## config.mk

```make
export PLATFORM = sky130hd
export DESIGN_NAME = parking_zone_ctrl_flat
export DESIGN_NICKNAME = d
export VERILOG_FILES = /design/src/rtl/parking_zone_if.sv /design/src/rtl/parking_zone_ctrl.sv /design/src/flat_wrapper.sv
export SDC_FILE = /design/constraint.sdc
export NUM_CORES = 1
export LEC_CHECK = 0
export ABC_AREA = 1
export CORE_UTILIZATION = 57
export DETAILED_ROUTE_END_ITERATION = 12
export DONT_BUFFER_PORTS = 1
export GPL_TIMING_DRIVEN = 0
export HOLD_SLACK_MARGIN = 0.06
export MAX_ROUTING_LAYER = met4
export PLACE_DENSITY = 0.74
export SYNTH_ARGS = -nofsm -noshare
export SYNTH_HDL_FRONTEND = slang
export SYNTH_SLANG_ARGS = --single-unit
```

## constraint.sdc

```tcl
create_clock -name clk -period 2.1 [get_ports clk]
set_clock_uncertainty 0.05 [all_clocks]
set_input_delay 0.315 -clock clk [delete_from_list [all_inputs] [get_ports clk]]
set_output_delay 0.315 -clock clk [all_outputs]
set_load 0.03 [all_outputs]
```

## src/rtl/parking_zone_if.sv

```systemverilog
// parking_zone_if: per-zone sensor inputs and occupancy/lamp/gate status of the parking controller
interface parking_zone_if #(
  parameter int ZONES = 2,
  parameter int CNT_W = 5
);
  logic [ZONES-1:0] entry_raw, exit_raw;
  logic [ZONES*CNT_W-1:0] count, free;
  logic [ZONES-1:0] full, empty, green, red, gate_open, reject, underflow_err;
  logic lot_full;
  modport master (
    output entry_raw, exit_raw,
    input count, free, full, empty, green, red, gate_open, reject, underflow_err, lot_full
  );
  modport slave (
    input entry_raw, exit_raw,
    output count, free, full, empty, green, red, gate_open, reject, underflow_err, lot_full
  );
endinterface

```

## src/rtl/parking_zone_ctrl.sv

```systemverilog
// parking_zone_ctrl: multi-zone debounced occupancy counters with timed entry gates and status lamps
module parking_zone_ctrl #(
  parameter int ZONES = 2,
  parameter int CNT_W = 5,
  parameter int CAPACITY = 20,
  parameter int DEB_CYCLES = 4,
  parameter int GATE_CYCLES = 8
) (
  input logic clk,
  input logic reset,
  parking_zone_if.slave bus
);
  localparam int NS = 2 * ZONES;
  localparam int DW = $clog2(DEB_CYCLES + 1);
  localparam int TW = $clog2(GATE_CYCLES + 1);
  localparam logic [CNT_W-1:0] CAP = CNT_W'(CAPACITY);
  typedef enum logic {IDLE, OPEN} gate_t;
  logic [NS-1:0] raw, acc, acc_d, ev;
  logic [DW-1:0] deb [NS];
  logic [CNT_W-1:0] cnt [ZONES];
  logic [TW-1:0] tmr [ZONES];
  gate_t st [ZONES];
  logic [ZONES-1:0] ent, ext, en_only, ex_only, at_cap, at_zero, start, rej, err, open;
  // sensor index s < ZONES is an entry sensor, s >= ZONES the matching exit sensor
  assign raw = {bus.exit_raw, bus.entry_raw};
  assign ent = ev[ZONES-1:0];
  assign ext = ev[NS-1:ZONES];
  assign en_only = ent & ~ext;
  assign ex_only = ext & ~ent;
  assign start = ent & (ext | ~at_cap);
  always_comb begin
    for (int z = 0; z < ZONES; z++) begin
      at_cap[z] = cnt[z] == CAP;
      at_zero[z] = cnt[z] == '0;
      open[z] = st[z] == OPEN;
      bus.count[z*CNT_W +: CNT_W] = cnt[z];
      bus.free[z*CNT_W +: CNT_W] = CAP - cnt[z];
    end
  end
  assign bus.full = at_cap;
  assign bus.empty = at_zero;
  assign bus.green = ~at_cap;
  assign bus.red = at_cap;
  assign bus.gate_open = open;
  assign bus.reject = rej;
  assign bus.underflow_err = err;
  assign bus.lot_full = &at_cap;
  always_ff @(posedge clk) begin
    if (reset) begin
      acc <= '0;
      acc_d <= '0;
      ev <= '0;
      rej <= '0;
      err <= '0;
      for (int s = 0; s < NS; s++) deb[s] <= '0;
      for (int z = 0; z < ZONES; z++) begin
        cnt[z] <= '0;
        tmr[z] <= '0;
        st[z] <= IDLE;
      end
    end else begin
      acc_d <= acc;
      ev <= acc & ~acc_d;
      rej <= en_only & at_cap;
      err <= err | (ex_only & at_zero);
      for (int s = 0; s < NS; s++) begin
        if (raw[s] == acc[s]) deb[s] <= '0;
        else if (deb[s] == DW'(DEB_CYCLES - 1)) begin
          acc[s] <= raw[s];
          deb[s] <= '0;
        end else deb[s] <= deb[s] + DW'(1);
      end
      for (int z = 0; z < ZONES; z++) begin
        if (en_only[z] && !at_cap[z]) cnt[z] <= cnt[z] + CNT_W'(1);
        else if (ex_only[z] && !at_zero[z]) cnt[z] <= cnt[z] - CNT_W'(1);
        if (start[z]) begin
          st[z] <= OPEN;
          tmr[z] <= TW'(GATE_CYCLES);
        end else if (st[z] == OPEN) begin
          tmr[z] <= tmr[z] - TW'(1);
          if (tmr[z] == TW'(1)) st[z] <= IDLE;
        end
      end
    end
  end
endmodule

```

## src/flat_wrapper.sv

```systemverilog
// flat-port wrapper written by rule: the top's interface ports become plain ports
module parking_zone_ctrl_flat 
#(
  parameter int ZONES = 2,
  parameter int CNT_W = 5,
  parameter int CAPACITY = 20,
  parameter int DEB_CYCLES = 4,
  parameter int GATE_CYCLES = 8
)
  (clk, reset, bus_entry_raw, bus_exit_raw, bus_count, bus_free, bus_full, bus_empty, bus_green, bus_red, bus_gate_open, bus_reject, bus_underflow_err, bus_lot_full);
  parking_zone_if #(.ZONES(ZONES), .CNT_W(CNT_W)) bus_i ();
  input logic clk;
  input logic reset;
  input wire logic [$bits(bus_i.entry_raw)-1:0] bus_entry_raw;
  input wire logic [$bits(bus_i.exit_raw)-1:0] bus_exit_raw;
  output wire logic [$bits(bus_i.count)-1:0] bus_count;
  output wire logic [$bits(bus_i.free)-1:0] bus_free;
  output wire logic [$bits(bus_i.full)-1:0] bus_full;
  output wire logic [$bits(bus_i.empty)-1:0] bus_empty;
  output wire logic [$bits(bus_i.green)-1:0] bus_green;
  output wire logic [$bits(bus_i.red)-1:0] bus_red;
  output wire logic [$bits(bus_i.gate_open)-1:0] bus_gate_open;
  output wire logic [$bits(bus_i.reject)-1:0] bus_reject;
  output wire logic [$bits(bus_i.underflow_err)-1:0] bus_underflow_err;
  output wire logic [$bits(bus_i.lot_full)-1:0] bus_lot_full;
  assign bus_i.entry_raw = bus_entry_raw;
  assign bus_i.exit_raw = bus_exit_raw;
  assign bus_count = bus_i.count;
  assign bus_free = bus_i.free;
  assign bus_full = bus_i.full;
  assign bus_empty = bus_i.empty;
  assign bus_green = bus_i.green;
  assign bus_red = bus_i.red;
  assign bus_gate_open = bus_i.gate_open;
  assign bus_reject = bus_i.reject;
  assign bus_underflow_err = bus_i.underflow_err;
  assign bus_lot_full = bus_i.lot_full;
  parking_zone_ctrl #(.ZONES(ZONES), .CNT_W(CNT_W), .CAPACITY(CAPACITY), .DEB_CYCLES(DEB_CYCLES), .GATE_CYCLES(GATE_CYCLES)) u_core (.clk(clk), .reset(reset), .bus(bus_i));
endmodule
```

==> results by group <==
Drt
  – Final wirelength: roughly 5200 um
  – # DRC: 8
  – Total number of vias: 2004
  – Final ANT Viol Nets: 0
  – Drt pass-1 iters: 9
  – DR iter-0 viols: between 80 and 90
  – Vias per cell: 5.246
  – DR WL/cell: between 10 and 15 um

CTS
  – Clock Pin Slew Worst Setup and Hold Paths: 0.09 ns
  – Worst-Skew Late Latency: 0.30 ns
  – CTS tree: done
  – CTS H-tree depth: 2
  – CTS Root Buffer Type: clkbuf_8
  – CTS Sinks: 48
  – Post-CTS Hold Buffers: 0
  – Clock Tree Buf Depth: 2
  – TritonCTS Buffers: 5

Global routing
  – Vias in the first global route: around 1900
  – Grt total ovfl: 0
  – Met2 Usage GRT: 0.3786
  – Met1 GRT Util: 0.2427
  – GRT Overall Usage: 0.2180
  – Antenna violations before repair: 0
  – GR peak layer: met2
  – Met3 Use GR: 0.05195
  – Largest net degree at the start of global routing: 16
  – First-pass GRT wire length: just over 8000 um

Layout
  – Area Growth Syn to Fin: 24.77%
  – Commonest non-fill, non-tap cell in the layout: inv_1
  – Nets@finish: about 360
  – Layout cell share with drive strength beyond 1: 0.2788
  – Diodes inserted: 0
  – Most frequent cells in the layout: inv_1 (40), nand2_1 (33), nor2_1 (32)
  – Final instance area: roughly 0.0033 mm^2

Floorplanning
  – Die span in x: 70.48 um
  – Num rows: 24
  – Die ar.: around 0.0050 mm^2
  – Initial core utilization: 0.6014
  – Core footprint: around 0.0044 mm^2
  – Io pins: slightly above 40
  – Die H: 70.48 um

Placed design
  – Placer congestion estimate: 0.8322
  – Hpwl dp: roughly 3400 um
  – Place WS: -0.3949 ns
  – Port Buffers: 0
  – Area post-placement: approximately 0.0028 mm^2

Timing
  – Post-route clock period utilization: 1.209
  – Hold Fails Final Rpt: 0
  – Max Fclk: just under 0.4 GHz
  – # setup viols final: 18
  – Final worst slack: -0.4385 ns
  – Final worst path period need: around 2.5 ns
  – Final max-slew violation count: 0
  – Worst slew pin tran: between 0.6 and 0.7 ns
  – RSZ-0062 raised after global routing: yes
  – Setup TNS: -2.981 ns
  – Max_slew headroom: 0.5739

Power
  – VDD IR max: 0.0004773 V
  – P_leak: ~1.5 nW
  – PwrDens: between 600 and 700 mW/mm^2

Synthesis
  – Most area-hungry cell type in the Yosys netlist: edfxtp_1
  – Netlist Area Pre-Place: 0.002673 mm^2
  – Main flop type after synthesis: edfxtp_1
  – Unique cell type count in the Yosys netlist: 35
  – Top-area cell type share of the netlist area: 0.3483
  – Syn_area_per_cell: around 9.0 um^2
  – Yosys reg bits: between 40 and 50
  – Sequential fraction of the synthesis area: 0.4757
  – Synth warn: 0
  – Synth top area cells: edfxtp_1 (35%), dfxtp_1 (13%), ha_1 (8.9%), inv_1 (7.3%), nand2_1 (5.3%)
  – Post-Synthesis Cells: 296
  – Synth async-reset ratio: 0
  – Number of synthesized flops with an enable pin: 31

Critical path
  – Worst EP arrival: 2.56 ns
  – Startpoint types: flop
  – Critical path class: reg -> reg
  – Flop-to-flop setup slack: -0.44 ns
  – Critical path fanouts, max: 5
  – Worst endpoint required time: ~2.1 ns
  – Worst Setup End Kind: flop

Hold path
  – HP Class: in -> reg

Status
  – Status: finished with violations
  – Failing checks: design-rule violations, negative setup slack

Job
  – Max-cap violations: 0
[synthesized netlist by cell type (2+ instances only)]
master / n
xor2_1: 13
o211ai_1: 4
nor2_2: 4
a21oi_1: 10
dfxtp_1: 17
xnor2_1: 3
inv_1: 52
nand2_1: 38
nand3_2: 2
nor3_1: 8
buf_4: 6
ha_1: 19
nor2_1: 34
nand3_1: 22
o21ai_1: 3
nand4_1: 2
edfxtp_1: 31
inv_2: 3
nand2_2: 6
buf_6: 2
o21ai_0: 3
[through the flow]
| stage | util | power, W | cells | hold slack (ns) |
|---|---|---|---|---|
| global placement | 0.6334 | 0.001425 | 359 | 0.3283 |
| global route | 0.7503 | 0.002256 | 382 | 0.06488 |
| finish | 0.7503 | 0.002174 | 382 | 0.07629 |
| floorplan | - | 0.001386 | 307 | 0.3228 |
| detailed placement | 0.6334 | 0.001435 | 359 | 0.3321 |
| CTS | 0.7126 | 0.002143 | 376 | 0.07085 |
[critical path, stage by stage (launching register included)]
cell and delay, ns:
edfxtp_1 0.63, inv_2 0.17, ha_4 0.15, inv_2 0.04
nor2_4 0.09, nand3_2 0.11, nand2_4 0.12, inv_6 0.05
fa_2 0.36, nand3_2 0.10, nand4_1 0.10, nand2_1 0.13
nand2_1 0.09, nand2_2 0.07, nor2_2 0.04
[path summary, 6_finish.rpt]
check,start,endpoint,cells after the start
hold reg to reg,u_core.acc_d[2],u_core.ev[2],1
hold / removal,bus_exit_raw[0],u_core.acc[2],2
setup / recovery,u_core.cnt[0][0],u_core.cnt[0][4],14
setup reg to reg,u_core.cnt[0][0],u_core.cnt[0][4],14
[layout make-up]
class                   count  area [um^2]
fillers                   294         1110
repair buffers             14        116.4
clock inverters             3        42.54
clock buffers               5        68.82
plain buffers              10        83.83
flip-flops and latches     48         1271
inverters                  56        237.7
multi-input cells         194         1449
well taps                  52        65.06
[state kept, by name, indices dropped and copies added, names as in the netlist]
| signal | count |
|---|---|
| u_core.deb | 12 |
| u_core.cnt | 10 |
| u_core.tmr | 8 |
| u_core.acc_d | 4 |
| u_core.ev | 4 |
| u_core.st | 2 |
| u_core.acc | 4 |
| u_core.bus.underflow_err | 2 |
| u_core.bus.reject | 2 |
[where the power goes]
part | total, W | internal [W] | switching [W] | leakage, nW
clock network | 0.000675 | 0.000353 | 0.000322 | 0.0541
registers | 0.00113 | 0.00106 | 0.0000658 | 0.460
logic | 0.000374 | 0.000139 | 0.000234 | 0.986
[kinds of logic (layout without fill, tap and decap cells)]
| logic type | after synthesis | after routing | synth area share |
|---|---|---|---|
| flops | 48 | 48 | 0.4757 |
| simple gates | 124 | 125 | 0.2205 |
| fa+ha+maj | 20 | 20 | 0.09644 |
| buf+inv | 66 | 88 | 0.1091 |
| compound gates | 21 | 21 | 0.04447 |
| other cells | 1 | 12 | 0.001403 |
| xor+xnor | 16 | 16 | 0.05244 |
[repair_timing]
item | CTS | global route
endpoints found under the setup margin | 32 | 37
gates resized for setup | 34 | 26
pin swaps | 12 | 9
hold endpoints to repair | 0 | 0
cloned | 0 | 1
buffers inserted | 9 | 6
[per-layer routing]
metal,routed length [um],vias up
met5,0,-
met4,61,0
met3,228,7
met2,2747,36
met1,2127,962
li1,-,999
Note: power is estimated with default switching activity, not from simulation.
==> RTL edit 1 (config.mk and constraints unchanged) <==
Put a register stage on the output `bus.green`. The value now appears one clock later.
--- a/src/rtl/parking_zone_ctrl.sv
+++ b/src/rtl/parking_zone_ctrl.sv
@@ -40,5 +40,7 @@
   assign bus.full = at_cap;
   assign bus.empty = at_zero;
-  assign bus.green = ~at_cap;
+  always_ff @(posedge clk) begin
+    bus.green <= ~at_cap;
+  end
   assign bus.red = at_cap;
   assign bus.gate_open = open;
Check against the original RTL: no difference found for any inputs over 10 cycles, from zero or initial values and one cycle with reset high; that may be too few to reach the edited logic, so the function may still have changed.
==> RTL edit 1 against the unedited design <==
- the run still ends with DRC, setup timing left
- final cell count increased by 1.3%
- global-route usage increased by 0.58 points
- routed wire length increased by 0.87%
- area after synthesis increased by 1.5%
- worst setup slack improved by 0.13 ns
- first-iteration DRC count increased by 24%
- power increased by 2.5%
- design area increased by 1.8%
- sequential cell count increased by 2
- critical path type unchanged
- largest power group unchanged
==> RTL edit 1: results <==
status:
  outcome: "finished, violations left"
  violations: "DRC, setup timing"
synth:
  synthAdderAreaFrac_pct: 9.50
  synthTopCellsByArea: "edfxtp_1 34%, dfxtp_1 14%, ha_1 8.8%"
  yosysSeqAreaShare_pct: 48.3
  synth-xor-area-share_pct: 5.17
place:
  dp_hpwl_um: 3420
  place_area_um2: 2870
  pre_cts_ws_ns: -0.416
timing:
  setup_violations: 21
  tightestPinTransition_ns: 0.658
  timing.hold.ws_ns: 0.0831
  setup_ws_ns: -0.313
worst_setup_path:
  arrival_ns: 2.43
  cpPeakStageDelay_ns: 0.61
power:
  p_comb_uw: 389
  max-vdd-ir-drop_mv: 0.567
  p_int_uw: 1600
  pg_clk_uw: 674
  p_leak_uw: 0.00156
  power_density_nw_per_um2: 657
finish:
  n_fill_cell: 301
  nets: 361
global_routing:
  first_global_vias: 1957
  gr-usage-all-layers_pct: 22.4
cts:
  ctsLongestPathBuffers: 2
  cts_setup_buffers: 16
drt:
  routedWlPerCell_um: 13.5
  drc_errors: 6
  viasPerCell: 5.25
  drtIter0Drc: 107
  dr.pass1.iters: 8
hold_path:
  worstHoldEndpoint: "u_core.acc[3]$_SDFFE_PP0P_"
  hp-start: "bus_exit_raw[1]"
  holdCritPathClass: "input pin to register"
[RTL edit 1: changes by cell type in the layout (fill, tap and decap cells not counted), sizes merged]
| cell | before | now |
|---|---|---|
| buf | 23 | 27 |
| dfxtp | 17 | 19 |
| clkinvlp | 3 | 2 |
[RTL edit 1: layout make-up]
type,count,area (um2),area share (%)
buffer,10,83.8,2.47
clock buffer,5,68.8,2.03
clock inverter,2,38.8,1.14
inverter,56,233,6.86
multi-input combinational,194,1410,41.6
sequential,50,1310,38.6
tap,52,65.1,1.92
timing repair buffer,18,181,5.35
[RTL edit 1: metrics by stage]
step / instances / TNS, ns
after global routing: 387 / -5.18
after global placement: 361 / -1.14
after floorplan: 309 / -0.457
after CTS: 384 / -2.15
after detailed placement: 361 / -1.27
final: 387 / -2.94
[RTL edit 1: per-layer routing]
layer / global-route usage [%] / wire, um / up-vias
met5: - / 0 / -
met4: 9.56 / 93 / 0
met3: 5.13 / 326 / 10
met2: 38.7 / 2620 / 70
met1: 24.8 / 2170 / 940
li1: - / - / 1013
==> RTL edit 2 (same flow settings) <==
Without the edit above. `CNT_W` is set to 5 in 3 places; all go to 10.
--- a/src/rtl/parking_zone_if.sv
+++ b/src/rtl/parking_zone_if.sv
@@ -2,5 +2,5 @@
 interface parking_zone_if #(
   parameter int ZONES = 2,
-  parameter int CNT_W = 5
+  parameter int CNT_W = 10
 );
   logic [ZONES-1:0] entry_raw, exit_raw;
--- a/src/rtl/parking_zone_ctrl.sv
+++ b/src/rtl/parking_zone_ctrl.sv
@@ -2,5 +2,5 @@
 module parking_zone_ctrl #(
   parameter int ZONES = 2,
-  parameter int CNT_W = 5,
+  parameter int CNT_W = 10,
   parameter int CAPACITY = 20,
   parameter int DEB_CYCLES = 4,
--- a/src/flat_wrapper.sv
+++ b/src/flat_wrapper.sv
@@ -3,5 +3,5 @@
 #(
   parameter int ZONES = 2,
-  parameter int CNT_W = 5,
+  parameter int CNT_W = 10,
   parameter int CAPACITY = 20,
   parameter int DEB_CYCLES = 4,
Ports: changed (resized bus_count and bus_free); port bits go from 41 to 61. No check against the original RTL was run, so the function may have changed too.
==> RTL edit 2 against the unedited design <==
- final cell count increased by 63%
- critical path type is now register to output port
- global-route usage increased by 6.8 points
- count of clock-buffer cells in the layout increased by 7
- design area grew 58%
- routed wire length rose by 110%
- power is 43% higher
- worst setup slack worse by 0.15 ns
- highest routed layer unchanged
- the flow still finishes with violations (DRC, setup timing)
- core utilization rose by 7.3 points
- area after synthesis grew 44%
- sequential cell count rose by 10
==> RTL edit 2: results <==
status:
  outcome: "finished, violations left"
  violations: "DRC, setup timing"
power:
  power_switching_share_pct: 34.2
  max-vdd-ir-drop_mv: 0.454
  p_leak_uw: 0.00237
  p_comb_share_pct: 22.3
  pwr-share-seq_pct: 45.3
synth:
  avgSynthCellArea_um2: 8.09
  yosysSeqAreaShare_pct: 40.8
  yosys-top-cells-count: "97 x nand2_1, 72 x inv_1, 55 x nor2_1, 41 x edfxtp_1, 31 x nand3_1"
  synth.most_common_cell: "nand2_1"
  synthTopCellsByArea: "edfxtp_1 32%, nand2_1 9.5%, dfxtp_1 8.8%"
  synth_edf_count: 41
  synth_cell_types: 38
  synth-xor-area-share_pct: 6.60
  synthAdderAreaFrac_pct: 8.00
  synthMuxAreaShare_pct: 0
  synth-compound-area-share_pct: 5.62
place:
  dp_hpwl_um: 6070
  gp_congestion: 0.882
  place_inst: 564
drt:
  num_vias: 3577
  drtIter0Drc: 331
  drc_errors: 10
  routedWlPerCell_um: 17.8
  route.met2.wl_um: 5460
  dr.pass1.iters: 10
  routed_wl_um: 11100
  drt-met1-wl_um: 4180
  routed-wl-met3_um: 927
finish:
  nets: 572
  regMostFlops: "u_core.cnt"
  drive_above_1_share_pct: 34.7
  top_regs: "u_core.cnt x20, u_core.deb x12, u_core.tmr x8"
  n_fill_cell: 372
worst_setup_path:
  worst_setup_path_end_kind: "output port"
  crit_start: "u_core.cnt[0][0]$_SDFFCE_PN0P_"
  r2r-start: "u_core.cnt[0][6]$_SDFFCE_PN0P_"
  reg2reg_to: "u_core.cnt[0][9]$_SDFFCE_PN0P_"
  arrival_ns: 2.33
  crit_fanout: 8
  crit_path_end: "bus_free[8]"
global_routing:
  first_global_vias: 3186
  grt_max_degree: 13
  grt_pass1_wl_um: 15200
  gr-usage-all-layers_pct: 28.6
  antenna_found_initial: 0
timing:
  setup_violations: 79
  tightestPinTransition_ns: 1.05
  fin_setup_tns_ns: -21.04
  setup_ws_ns: -0.593
hold_path:
  hp-start: "bus_entry_raw[0]"
  worstHoldEndpoint: "u_core.acc[0]$_SDFFE_PP0P_"
cts:
  cts_inserted_buffers: 9
  ctsLongestPathBuffers: 2
  clock_latency_ns: 0.36
  clkTransAtPathRegs_ns: 0.07
  cts_max_level: 3
## RTL edit 2: through the flow
step	util, %	area (um2)	power, uW	worst slack [ns]	hold WS, ns
2_1_floorplan	-	4110	1830	-0.425	0.323
3_3_place_gp	65.5	4210	1900	-0.663	0.329
3_5_place_dp	65.5	4210	1920	-0.758	0.334
4_1_cts	76.1	4880	2980	-0.509	0.0684
5_1_grt	82.3	5290	3200	-0.696	0.0872
6_report	82.3	5290	3120	-0.593	0.0700
## RTL edit 2: worst max-delay path: stages, from the launching register on
cell	delay [ns]
edfxtp_1	0.73
inv_2	0.12
ha_4	0.19
inv_2	0.06
nand2_1	0.11
nand2_2	0.15
nor3_1	0.07
nor2_1	0.17
xor2_2	0.38
## RTL edit 2: logic make-up after synthesis
group	Yosys count
XOR/XNOR	29
buffers and inverters	95
AND/OR/NAND/NOR	231
AO/OA/AOI/OAI	38
other	1
flip-flops	58
adder cells (fa/ha/maj)	24
## RTL edit 2: what timing repair did
action	CTS	global route
setup buffers	22	20
pin swaps	25	23
hold buffers	3	0
hold endpoints to repair	3	0
endpoints found under the setup margin	78	80
gates cloned	3	2
gates resized for setup	67	66
## RTL edit 2: area by class of cell
type | count | area, um2 | area share [%]
repair buffers | 41 | 358 | 6.77
multi-input cells | 336 | 2580 | 48.8
clock inverters | 4 | 25.0 | 0.473
inverters | 80 | 347 | 6.56
repair inverters | 1 | 8.76 | 0.166
plain buffers | 15 | 143 | 2.70
clock buffers | 12 | 156 | 2.96
flip-flops and latches | 58 | 1570 | 29.7
well taps | 77 | 96.3 | 1.82
## RTL edit 2: layer usage
layer  GRT usage [%]  up-vias
li1                -     1649
met1            35.3     1653
met5               -        -
met2            45.8      216
met3            5.70       59
met4            12.2        0
